===== config.mk =====
export PLATFORM = sky130hd
export DESIGN_NAME = ldpc_3gpp_dec_source
export DESIGN_NICKNAME = d
export VERILOG_FILES = /design/src/rtl/ldpc_3gpp_dec_source.sv
export SDC_FILE = /design/constraint.sdc
export NUM_CORES = 1
export LEC_CHECK = 0
export ABC_AREA = 1
export BUFFER_PORTS_ARGS = -buffer_cell sky130_fd_sc_hd__buf_2
export CORE_MARGIN = 2
export CORE_UTILIZATION = 58
export DETAILED_ROUTE_END_ITERATION = 8
export GPL_TIMING_DRIVEN = 0
export PLACE_DENSITY = 0.82
export SYNTH_ARGS = -nofsm -noshare
export SYNTH_HDL_FRONTEND = slang
export SYNTH_SLANG_ARGS = --single-unit

===== constraint.sdc =====
create_clock -name iclk -period 3.4 [get_ports iclk]
set_clock_uncertainty 0.15 [all_clocks]
set_input_delay 0.85 -clock iclk [delete_from_list [all_inputs] [get_ports iclk]]
set_output_delay 0.85 -clock iclk [all_outputs]
set_load 0.02 [all_outputs]

===== src/rtl/ldpc_3gpp_dec_source.sv =====
// LDPC decoder input source: writes an LLR stream into a ping-pong column memory.
// Optional zero-fill of punctured columns 0/1 via macro LDPC_3GPP_DEC_SOURCE_PUNCT_FILL_EN.
//   state | meaning
//   IDLE  | wait for a free buffer, latch frame geometry
//   FILL  | write zeros into punctured columns 0 and 1
//   DO    | accept stream words and write them out
module ldpc_3gpp_dec_source #(
    parameter int pADDR_W  = 8,
    parameter int pDAT_W   = 8,
    parameter int pDAT_NUM = 4,
    parameter int pZC_W    = 9,
    parameter int pCOL_W   = 6,
    parameter int pTAG_W   = 4
) (
    input  logic                iclk,
    input  logic                ireset,
    input  logic                iclkena,
    input  logic [pZC_W-1:0]    iused_zc,
    input  logic [pCOL_W-1:0]   iused_col,
    input  logic                iused_punct,
    input  logic                isop,
    input  logic                ieop,
    input  logic                ival,
    input  logic [pDAT_W-1:0]   idat,
    input  logic [pTAG_W-1:0]   itag,
    output logic                ordy,
    output logic                owrite,
    output logic                owbuf,
    output logic [pADDR_W-1:0]  owaddr,
    output logic [pDAT_NUM-1:0] owsel,
    output logic [pDAT_W-1:0]   owdat,
    output logic                ofull,
    output logic [pTAG_W-1:0]   otag,
    output logic                oeop_err,
    input  logic                iempty
);

    localparam logic [1:0] IDLE = 2'd0;
    localparam logic [1:0] FILL = 2'd1;
    localparam logic [1:0] DO   = 2'd2;

    logic [1:0]          r_state;
    logic [pZC_W-1:0]    r_zc;
    logic [pCOL_W-1:0]   r_col;
    logic [pZC_W-1:0]    r_z;
    logic [pCOL_W-1:0]   r_c;
    logic [pDAT_NUM-1:0] r_sel;
    logic [pADDR_W-1:0]  r_base;
    logic                r_first;
    logic                r_early;
    logic                r_commit;
    logic [1:0]          r_cnt;
    logic                r_wbuf;
    logic                r_rbuf;
    logic [pTAG_W-1:0]   r_tag [2];

    logic w_start;
    logic w_acc;
    logic w_step;
    logic w_z_last;
    logic w_last;
    logic w_rel;
    logic w_fill_go;

    assign ordy     = (r_state == DO);
    assign w_acc    = ival & ordy;
    assign w_step   = (r_state == FILL) | w_acc;
    assign w_start  = (r_state == IDLE) & ~r_commit & (r_cnt != 2'd2);
    assign w_z_last = (r_z == r_zc - pZC_W'(1));
    assign w_last   = w_z_last & (r_c == r_col - pCOL_W'(1));
    assign w_rel    = iempty & (r_cnt != 2'd0);

`ifdef LDPC_3GPP_DEC_SOURCE_PUNCT_FILL_EN
    logic w_fill_last;
    assign w_fill_last = w_z_last & (r_c == pCOL_W'(1));
    assign w_fill_go   = iused_punct;
`else
    assign w_fill_go   = 1'b0 & iused_punct;
`endif

    assign ofull = (r_cnt != 2'd0);
    assign owbuf = r_wbuf;
    assign otag  = r_tag[r_rbuf];

    // FSM, word/column counters and registered write port
    always_ff @(posedge iclk or posedge ireset) begin
        if (ireset) begin
            r_state  <= IDLE;
            r_zc     <= '0;
            r_col    <= '0;
            r_z      <= '0;
            r_c      <= '0;
            r_sel    <= '0;
            r_base   <= '0;
            r_commit <= 1'b0;
            owrite   <= 1'b0;
            owaddr   <= '0;
            owsel    <= '0;
            owdat    <= '0;
        end else if (iclkena) begin
            r_commit <= w_acc & w_last;
            owrite   <= w_step;
            if (w_step) begin
                owaddr <= r_base + pADDR_W'(r_z);
                owsel  <= r_sel;
                owdat  <= (r_state == DO) ? idat : '0;
            end
            case (r_state)
                IDLE: begin
                    if (w_start) begin
                        r_zc    <= iused_zc;
                        r_col   <= iused_col;
                        r_state <= w_fill_go ? FILL : DO;
                    end
                end
`ifdef LDPC_3GPP_DEC_SOURCE_PUNCT_FILL_EN
                FILL: begin
                    if (w_fill_last)
                        r_state <= DO;
                end
`endif
                DO: begin
                    if (w_acc & w_last)
                        r_state <= IDLE;
                end
                default: r_state <= IDLE;
            endcase
            // Row base advances by one column height each time the bank select wraps
            if (w_start) begin
                r_z    <= '0;
                r_c    <= '0;
                r_sel  <= pDAT_NUM'(1);
                r_base <= '0;
            end else if (w_step) begin
                if (w_z_last) begin
                    r_z   <= '0;
                    r_c   <= r_c + pCOL_W'(1);
                    r_sel <= (r_sel << 1) | pDAT_NUM'(r_sel[pDAT_NUM-1]);
                    if (r_sel[pDAT_NUM-1])
                        r_base <= r_base + pADDR_W'(r_zc);
                end else begin
                    r_z <= r_z + pZC_W'(1);
                end
            end
        end
    end

    // Framing check, tag capture and buffer bookkeeping
    always_ff @(posedge iclk or posedge ireset) begin
        if (ireset) begin
            r_first  <= 1'b0;
            r_early  <= 1'b0;
            oeop_err <= 1'b0;
            r_cnt    <= 2'd0;
            r_wbuf   <= 1'b0;
            r_rbuf   <= 1'b0;
            r_tag[0] <= '0;
            r_tag[1] <= '0;
        end else if (iclkena) begin
            if (w_start) begin
                r_first  <= 1'b1;
                r_early  <= 1'b0;
                oeop_err <= 1'b0;
            end else if (w_acc) begin
                r_first <= 1'b0;
                if (r_first)
                    r_tag[r_wbuf] <= itag;
                if (ieop & ~w_last)
                    r_early <= 1'b1;
                if ((r_first & ~isop) | (w_last & (r_early | ~ieop)))
                    oeop_err <= 1'b1;
            end
            if (r_commit)
                r_wbuf <= ~r_wbuf;
            if (w_rel)
                r_rbuf <= ~r_rbuf;
            case ({r_commit, w_rel})
                2'b10:   r_cnt <= r_cnt + 2'd1;
                2'b01:   r_cnt <= r_cnt - 2'd1;
                default: r_cnt <= r_cnt;
            endcase
        end
    end

endmodule


## Yosys cells after proc, flatten, opt, wreduce, memory -nomap -nowiden

Cells that the tools add are included.

- Logic and storage cells: 117
- Input port bits: 35
- Register bits: 81

- Bitwise gates (word level): 22
- Reduce and logical (&&, ||, !) cells: 23
- $add $sub $neg: 8
- $lt $le $gt $ge: 3
- Equal/unequal tests: 9
- Multiplexer cells: 32

Operators with widths:

| kind | number |
|---|---|
| 8-bit two-way mux | 5 |
| 4-bit two-way mux | 7 |
| 9-bit two-way mux | 3 |
| 6-bit two-way mux | 3 |
| 8-bit adder | 2 |
| 2-bit nonzero test | 8 |
| 3-bit AND reduction | 5 |
| 2-bit AND reduction | 6 |
| 9-bit by 1-bit adder with 9-bit output, second input constant | 1 |
| 1-bit bitwise AND | 9 |
| 9-bit == test | 1 |
| 9-bit by 1-bit subtractor with 9-bit output, second input constant | 1 |
| 8-bit bitwise mux | 1 |
| 1-bit two-way mux | 8 |
| 2-bit case mux with 2 select lines | 2 |
| 4-bit AND reduction | 2 |
| 1-bit NOT | 7 |
| 6-bit by 1-bit adder with 6-bit output, second input constant | 1 |
| 6-bit == test | 1 |
| 6-bit by 1-bit subtractor with 6-bit output, second input constant | 1 |
| 4-bit demux with 1-bit select | 1 |
| 2-bit by 1-bit == test with 1-bit output, second input constant | 2 |
| 2-bit == test, second input constant | 2 |
| 2-bit greater-or-equal comparator, second input constant | 2 |
| 11 further kinds | 16 |

## Depth between registers and ports, before layout

Gate-level depths: netlist of run 1.

- Word-level depth: 8
- Gate-level depth with buffers: 14
- Gate-level depth less buffers: 14

## Worst setup path before layout of run 1

OpenSTA, ideal clock, no wires.

- Path kind: input -> register
- Start: input port iempty
- End: register r_cnt[1]
- Setup time: 131 ps
- Buffers on the path: 0
- Arrival: 1,841 ps
- Slack: 1,278 ps
- Stages on the path: 6
- Cells stage by stage: o21a_1 -> ha_1 -> or2_2 -> a21oi_1 -> o21ai_0 -> xor2_1

- Cells in the longest elaborated chain, start to end: 4

RTL lines:

| what | RTL line | source |
|---|---|---|
| from (decl) | 35 | `input logic iempty` |
| 1-bit bitwise AND * | 71 | `assign w_rel = iempty & (r_cnt != 2'd0);` |
| 2-bit by 1-bit == test with 1-bit output or 2-bit == test (tied branches) | 177 | `case ({r_commit, w_rel})` |
| 2-bit nonzero test (no line) | n/a |  |
| 2-bit AND reduction (no line) | n/a |  |
| to (signal assigned) | 178 | `2'b10: r_cnt <= r_cnt + 2'd1;` |
| to (signal assigned) | 179 | `2'b01: r_cnt <= r_cnt - 2'd1;` |
| to (signal assigned) | 180 | `default: r_cnt <= r_cnt;` |
| to (decl) | 52 | `logic [1:0] r_cnt;` |

Mark *: on every way between the ends. The rest lies on a longest branch, timed or not.
A chain may end at the register's enable or synchronous reset.

## Worst setup path in the final report of run 1

- Start: register r_zc[1]
- End: register r_base[1]

- Cells in the longest elaborated chain, start to end: 5

RTL lines:

| what | RTL line | source |
|---|---|---|
| from (decl) | 43 | `logic [pZC_W-1:0] r_zc;` |
| from (signal assigned) | 111 | `r_zc <= iused_zc;` |
| parallel branches: the longest is 5 deep, another holds 9-bit by 1-bit subtractor with 9-bit output | n/a |  |
| to (signal assigned) | 140 | `r_base <= r_base + pADDR_W'(r_zc);` |
| to (decl) | 48 | `logic [pADDR_W-1:0] r_base;` |

Parallel ways; which one is timed is not known. The select of a mux whose other input is x is not followed.

==> results.sh, run 1 <==
export IMPL_pre_cts_slack_ns=0.850
export IMPL_core_sq_mm=0.00765
export IMPL_netlist_area_leader_share=0.443
export IMPL_cp_max_fo=10
export IMPL_pin_count=64
export IMPL_hp_class="input port to asynchronous set/reset pin"
export IMPL_arrival_ns=2.68
export IMPL_synth_edf_count=0
export IMPL_layoutNonFillerInstCount=758
export IMPL_syn_avg_cell_area_sq_um=7.83
export IMPL_p_leak_nw=2.81
export IMPL_insertion_delay_ns=0.36
export IMPL_synthFlopType="dfrtp_1"
export IMPL_p_seq_frac=0.358
export IMPL_reg2reg_to="r_base[1]$_DFFE_PP0P_"
export IMPL_ys_seq_area_frac=0.443
export IMPL_place_inst=742
export IMPL_drcViolationCount=0
export IMPL_netlist_area_sq_mm=0.00452
export IMPL_cp_data_required_time_ns=3.50
export IMPL_p_comb_frac=0.485
export IMPL_ir_drop_uv=426
export IMPL_critPathCaptureType="register"
export IMPL_synth_area_top_cells="dfrtp_1, nand2_1, ha_1"
export IMPL_syn_nets=633
export IMPL_tns_ns=0
export IMPL_synthCells=577
export IMPL_rows=32
export IMPL_grt_max_degree=55
export IMPL_async_flop_share=1.00
export IMPL_cts_hold_buf=0
export IMPL_layout_setup_ws_ns=0.826
export IMPL_wl_um=9880
export IMPL_hold_violations=0
export IMPL_grt_total_usage=0.255
export IMPL_die_y_um=92.2
export IMPL_post_cts_resized=0
export IMPL_first_pass_iters=4
export IMPL_initial_core_util=0.590
export IMPL_cp_start_kind="register"
export IMPL_r2r_cells=13
export IMPL_cts_root_buffer="clkbuf_8"
export IMPL_cts_max_level=3
export IMPL_finalCritPeriodShare=0.757
export IMPL_path_class="register to register"
export IMPL_period_needed_ns=2.57
export IMPL_hpwl_um=7490
export IMPL_p_sw_frac=0.464
export IMPL_yosysMostFrequentCell="nand2_1"
export IMPL_via_count=3972
export IMPL_ys_seq_elements=80
export IMPL_cts_max_path_buffers=2
export IMPL_dieArea_sq_mm=0.00851
export IMPL_grt_first_pass_wirelength_um=17500
export IMPL_antenna_cells=0
export IMPL_drv_cap=0
export IMPL_port_buffers=62
export IMPL_drv_slew=0
export IMPL_overflow=0
export IMPL_viasPerCell=5.24
export IMPL_r2r_slack_ns=0.83
export IMPL_status="finished clean"
export IMPL_yosysTopAreaCell="dfrtp_1"
export IMPL_slew_headroom=0.639
export IMPL_setup_viol=0
export IMPL_antenna_found_initial=0
export IMPL_cts_tree="yes"
export IMPL_worst_pin_slew_ns=0.542
export IMPL_fp_dieW_um=92.2
export IMPL_wl_per_cell_um=13.0
export IMPL_first_iter_violations=238
export IMPL_intPower_mw=2.50
export IMPL_fmaxAchievable_mhz=389
export IMPL_ys_warn_count=0
export IMPL_r2r_start="r_zc[1]$_DFFE_PP0P_"
export IMPL_clkSinkCount=80
export IMPL_ys_types=38
export IMPL_antenna_left=0
export IMPL_clk_pin_slew_ns=0.09
export IMPL_p_per_area_mw_per_mm2=898
export IMPL_nets=707
export IMPL_synth_common_cells="nand2_1, dfrtp_1, inv_1"
export IMPL_gp_congestion=0.894
export IMPL_clkPwrFrac=0.156
export IMPL_grt_pass1_vias=3895
export IMPL_layout_drive_gt1_share=0.171
export IMPL_area_growth_pct=14.8
export IMPL_rsz0062_at_grt="false"
export IMPL_p_switching_mw=2.16
export IMPL_numCtsBuffers=9
export IMPL_cts_setup_buffers=0
==> cells by family after synthesis <==
group	count (synthesis)	synth area share
compound gates	62	0.0798
flops	80	0.443
simple gates	308	0.285
fa+ha+maj	21	0.0615
mux	4	0.00997
buf+inv	72	0.0621
xor+xnor	30	0.0582
==> stage by stage <==
stage | util | hold slack [ns] | power (mW) | instance area (sq um)
after floorplan | - | 0.298 | 3.33 | 4520
after global placement | 0.648 | 0.309 | 3.81 | 4950
after global routing | 0.678 | 0.347 | 5.08 | 5180
after CTS | 0.678 | 0.334 | 4.66 | 5180
after detailed placement | 0.652 | 0.309 | 3.93 | 4980
final | 0.678 | 0.317 | 4.65 | 5180
==> worst max-delay path: stages (launching register included) <==
cell and delay [ns]:
dfrtp_1 0.43, inv_1 0.12, ha_1 0.31, inv_1 0.04
nand2_1 0.05, nand2_1 0.04, nor2_1 0.11, nand3_1 0.08
nor2_1 0.13, nand3_1 0.17, o21ai_4 0.35, nand3_2 0.27
nand2_1 0.14, nand2_1 0.06
==> registers in the layout (all words and copies together), names as in the netlist, 2 cells and up <==
signal / cells
owaddr: 8
owdat: 8
owsel: 4
r_base: 8
r_c: 6
r_cnt: 2
r_col: 6
r_sel: 4
r_tag: 8
r_z: 9
r_zc: 9
==> routing by layer <==
| layer | up-vias | GRT usage | routed length, um |
|---|---|---|---|
| met5 | - | 0 | 0 |
| met1 | 1865 | 0.337 | 4380 |
| met2 | 103 | 0.431 | 4810 |
| li1 | 1983 | - | - |
| met4 | 0 | 0.0983 | 277 |
| met3 | 21 | 0.0296 | 403 |
==> how the worst max path moves through the flow <==
stage / startpoint / endpoint / slack [ns]
3_3_place_gp: ireset / r_col[2]$_DFFE_PP0P_ / -0.58
2_1_floorplan: ireset / oeop_err$_DFFE_PP0P_ / 0.35
5_1_grt: r_zc[1]$_DFFE_PP0P_ / r_base[7]$_DFFE_PP0P_ / 0.61
6_report: r_zc[1]$_DFFE_PP0P_ / r_base[1]$_DFFE_PP0P_ / 0.83
4_1_cts: r_zc[1]$_DFFE_PP0P_ / r_base[1]$_DFFE_PP0P_ / 0.82
3_5_place_dp: r_zc[1]$_DFFE_PP0P_ / r_base[1]$_DFFE_PP0P_ / 0.85
==> power groups by stage <==
stage	clock [mW]	combinational (mW)	sequential, mW
finish	0.728	2.26	1.67
global route	0.774	2.59	1.72
CTS	0.733	2.27	1.67
detailed placement	0	2.25	1.68
global placement	0	2.15	1.66
floorplan	0	1.59	1.73
==> area by class of cell <==
cell class | instances | area [sq um]
plain buffers | 10 | 46.3
clock buffers | 9 | 124
clock inverters | 7 | 77.6
fillers | 635 | 2460
inverters | 62 | 236
multi-input cells | 425 | 2230
flip-flops and latches | 80 | 2000
well taps | 102 | 128
repair buffers | 63 | 338
==> cell usage in the layout (no fill, tap or decap), types with 2 or more instances in the layout <==
cell type  count
xnor2_1        8
xor2_1        22
clkbuf_1       7
clkbuf_8       9
o21ai_0       34
nand2_1      206
o21ai_2        6
ha_1          19
a21oi_1       12
nand2_2        4
nand3_1       29
nand3b_1       2
inv_1         53
nand4_1       14
dfrtp_1       80
buf_2         63
nor2_1        42
a31oi_1        2
inv_6          3
inv_2          6
nor2_2         4
nor3_1         3
clkinv_2       2
mux2_2         4
fa_1           2
(Power assumes the default switching activity.)
==> run 2: changes to the inputs <==
--- a/config.mk
+++ b/config.mk
@@ -5,13 +5,13 @@
 export SDC_FILE = /design/constraint.sdc
 export NUM_CORES = 1
 export LEC_CHECK = 0
-export ABC_AREA = 1
+export ABC_AREA = 0
 export BUFFER_PORTS_ARGS = -buffer_cell sky130_fd_sc_hd__buf_2
 export CORE_MARGIN = 2
-export CORE_UTILIZATION = 58
+export CORE_UTILIZATION = 52
 export DETAILED_ROUTE_END_ITERATION = 8
 export GPL_TIMING_DRIVEN = 0
-export PLACE_DENSITY = 0.82
+export PLACE_DENSITY = 0.78
 export SYNTH_ARGS = -nofsm -noshare
 export SYNTH_HDL_FRONTEND = slang
 export SYNTH_SLANG_ARGS = --single-unit
==> constraint.sdc (replaced) <==
create_clock -name iclk -period 2.1 [get_ports iclk]
set_clock_uncertainty 0.15 [all_clocks]
set_input_delay 0.525 -clock iclk [delete_from_list [all_inputs] [get_ports iclk]]
set_output_delay 0.525 -clock iclk [all_outputs]
set_load 0.02 [all_outputs]
==> results.sh, run 2 <==
export IMPL_status="complete, but fails checks"
export IMPL_violations="negative setup slack"
export IMPL_port_buffers=62
export IMPL_viasPerCell=5.60
export IMPL_p_per_area_mw_per_mm2=1220
export IMPL_slew_headroom=0.597
export IMPL_ys_types=55
export IMPL_final_core_util=0.670
export IMPL_cts_tree="yes"
export IMPL_clk_pin_slew_ns=0.09
export IMPL_use_met3=0.0498
export IMPL_ys_seq_elements=80
export IMPL_hp_class="input port to asynchronous set/reset pin"
export IMPL_hpwl_um=7340
export IMPL_period_needed_ns=2.92
export IMPL_drv_cap=0
export IMPL_overflow=0
export IMPL_p_sw_frac=0.416
export IMPL_dieArea_sq_mm=0.00909
export IMPL_holdWs_ns=0.000724
export IMPL_cp_data_required_time_ns=2.25
export IMPL_ys_warn_count=0
export IMPL_core_sq_mm=0.00813
export IMPL_grt_first_pass_wirelength_um=17000
export IMPL_final_common_cell="nand2_1"
export IMPL_met2_usage=0.413
export IMPL_setup_viol=31
export IMPL_yosysTopAreaCell="dfrtp_1"
export IMPL_p_comb_frac=0.467
export IMPL_first_iter_violations=150
export IMPL_pin_count=64
export IMPL_insertion_delay_ns=0.36
export IMPL_layout_drive_gt1_share=0.342
export IMPL_synth_common_cells="nand2_1, dfrtp_1, o21ai_0"
export IMPL_layout_setup_ws_ns=-0.816
export IMPL_async_flop_share=1.00
export IMPL_first_pass_iters=4
export IMPL_worst_pin_slew_ns=0.604
export IMPL_yosysMostFrequentCell="nand2_1"
export IMPL_antenna_left=0
export IMPL_ir_drop_uv=663
export IMPL_wl_um=10700
export IMPL_arrival_ns=3.07
export IMPL_grt_pass1_vias=3587
export IMPL_p_seq_frac=0.372
export IMPL_rsz0062_at_grt="true"
export IMPL_numCtsBuffers=9
export IMPL_synthFlopType="dfrtp_1"
export IMPL_netlist_area_leader_share=0.461
export IMPL_die_y_um=95.3
export IMPL_grt_max_degree=36
export IMPL_fmaxAchievable_mhz=343
export IMPL_busiest_layer="met2"
export IMPL_largestRegisters="r_z (9), r_zc (9)"
export IMPL_ys_seq_area_frac=0.461
export IMPL_synthCells=450
export IMPL_cts_max_level=3
export IMPL_initial_core_util=0.533
export IMPL_nets=601
export IMPL_cts_root_buffer="clkbuf_8"
export IMPL_critPathCaptureType="register"
export IMPL_use_met1=0.302
export IMPL_antenna_cells=0
export IMPL_finalCritPeriodShare=1.39
export IMPL_wl_per_cell_um=16.4
export IMPL_fp_dieW_um=95.3
export IMPL_grt_total_usage=0.246
export IMPL_via_count=3666
export IMPL_p_switching_mw=2.76
export IMPL_synth_area_top_cells="dfrtp_1, nand2_1, ha_1"
export IMPL_cts_max_path_buffers=2
export IMPL_final_cell_mix="nand2_1, dfrtp_1, buf_2"
export IMPL_p_leak_nw=2.64
export IMPL_fillCellCount=606
export IMPL_antenna_found_initial=0
export IMPL_intPower_mw=3.87
export IMPL_gp_congestion=0.865
export IMPL_drcViolationCount=0
export IMPL_syn_nets=506
export IMPL_netlist_area_sq_mm=0.00434
export IMPL_fin_total_pwr_mw=6.63
export IMPL_clkSinkCount=80
export IMPL_clkPwrFrac=0.161
export IMPL_path_class="register to register"
export IMPL_cp_max_fo=8
export IMPL_rows=33
export IMPL_synth_edf_count=0
export IMPL_area_growth_pct=25.6
export IMPL_cp_start_kind="register"
export IMPL_hold_violations=0
export IMPL_syn_avg_cell_area_sq_um=9.64
export IMPL_drv_slew=0
==> run 2: final cells by class <==
| type | instances | area (sq um) | share of cell area |
|---|---|---|---|
| clock buffers | 9 | 124 | 0.0227 |
| inverters | 17 | 67.6 | 0.0124 |
| repair buffers | 86 | 527 | 0.0966 |
| plain buffers | 15 | 88.8 | 0.0163 |
| multi-input cells | 336 | 2450 | 0.449 |
| flip-flops and latches | 80 | 2010 | 0.369 |
| clock inverters | 7 | 52.6 | 0.00964 |
| well taps | 105 | 131 | 0.0241 |
==> run 2: final timing paths <==
kind                                             from                    end  slack, ns  depth (start not counted)
worst max-delay path              r_zc[5]$_DFFE_PP0P_   oeop_err$_DFFE_PP0P_      -0.82                          7
worst min-delay path                           ireset   owdat[4]$_DFFE_PP0P_     0.0007                          2
worst max register to register    r_zc[5]$_DFFE_PP0P_   oeop_err$_DFFE_PP0P_      -0.82                          7
worst min register to register  owaddr[4]$_DFFE_PP0P_  owaddr[4]$_DFFE_PP0P_       0.33                          2
max in group asynchronous                      ireset    r_zc[4]$_DFFE_PP0P_       1.03                          4
min in group iclk                             idat[3]   owdat[3]$_DFFE_PP0P_       0.19                          3
==> run 2: cells by family (layout without fill, tap and decap cells) <==
kind of cell / after synthesis / in the layout / share of synthesized area
buffers and inverters: 34 / 134 / 0.0317
muxes: 14 / 14 / 0.0361
adders and majority gates: 21 / 21 / 0.0640
and+or+nand+nor: 178 / 178 / 0.194
xor gates and xnor gates: 37 / 37 / 0.0747
AOI/OAI and AO/OA: 86 / 86 / 0.138
DFF: 80 / 80 / 0.461
==> run 2: critical path, stage by stage, from the launching register on <==
cell and delay (ns):
dfrtp_2 0.46, or3_4 0.41, or4b_2 0.72, o22ai_4 0.18
a21oi_4 0.11, or4_4 0.60, a21oi_2 0.12, o31a_1 0.12
==> run 2: what timing repair did <==
action	4_1_cts	5_1_grt
hold buffers	0	0
pin swaps	35	14
cloned	2	0
resized for setup	64	27
setup endpoints to repair	48	58
setup buffers	12	8
==> run 2: stage by stage <==
stage          setup TNS (ns)  cells  worst slack (ns)  area [sq um]
6_report               -22.88    655            -0.816          5450
5_1_grt                -25.78    655            -0.890          5450
4_1_cts                -24.23    648            -0.870          5320
3_5_place_dp           -34.14    619             -1.01          4840
3_3_place_gp           -31.29    617            -0.903          4800
2_1_floorplan          -18.86    450            -0.747          4360
==> run 2: power by group through the flow <==
stage                     clock (mW)  sequential, mW  combinational (mW)
after floorplan                    0            2.54                1.77
after CTS                       1.09            2.48                2.88
after detailed placement           0            2.49                2.53
after global placement             0            2.47                2.41
final                           1.07            2.47                3.10
after global routing            1.15            2.53                3.38
==> run 2: layer usage <==
layer  wire length [um]  up-vias
li1                   -     1740
met3                455       32
met1               4420     1794
met4                384        0
met5                  0        -
met2               5460      100
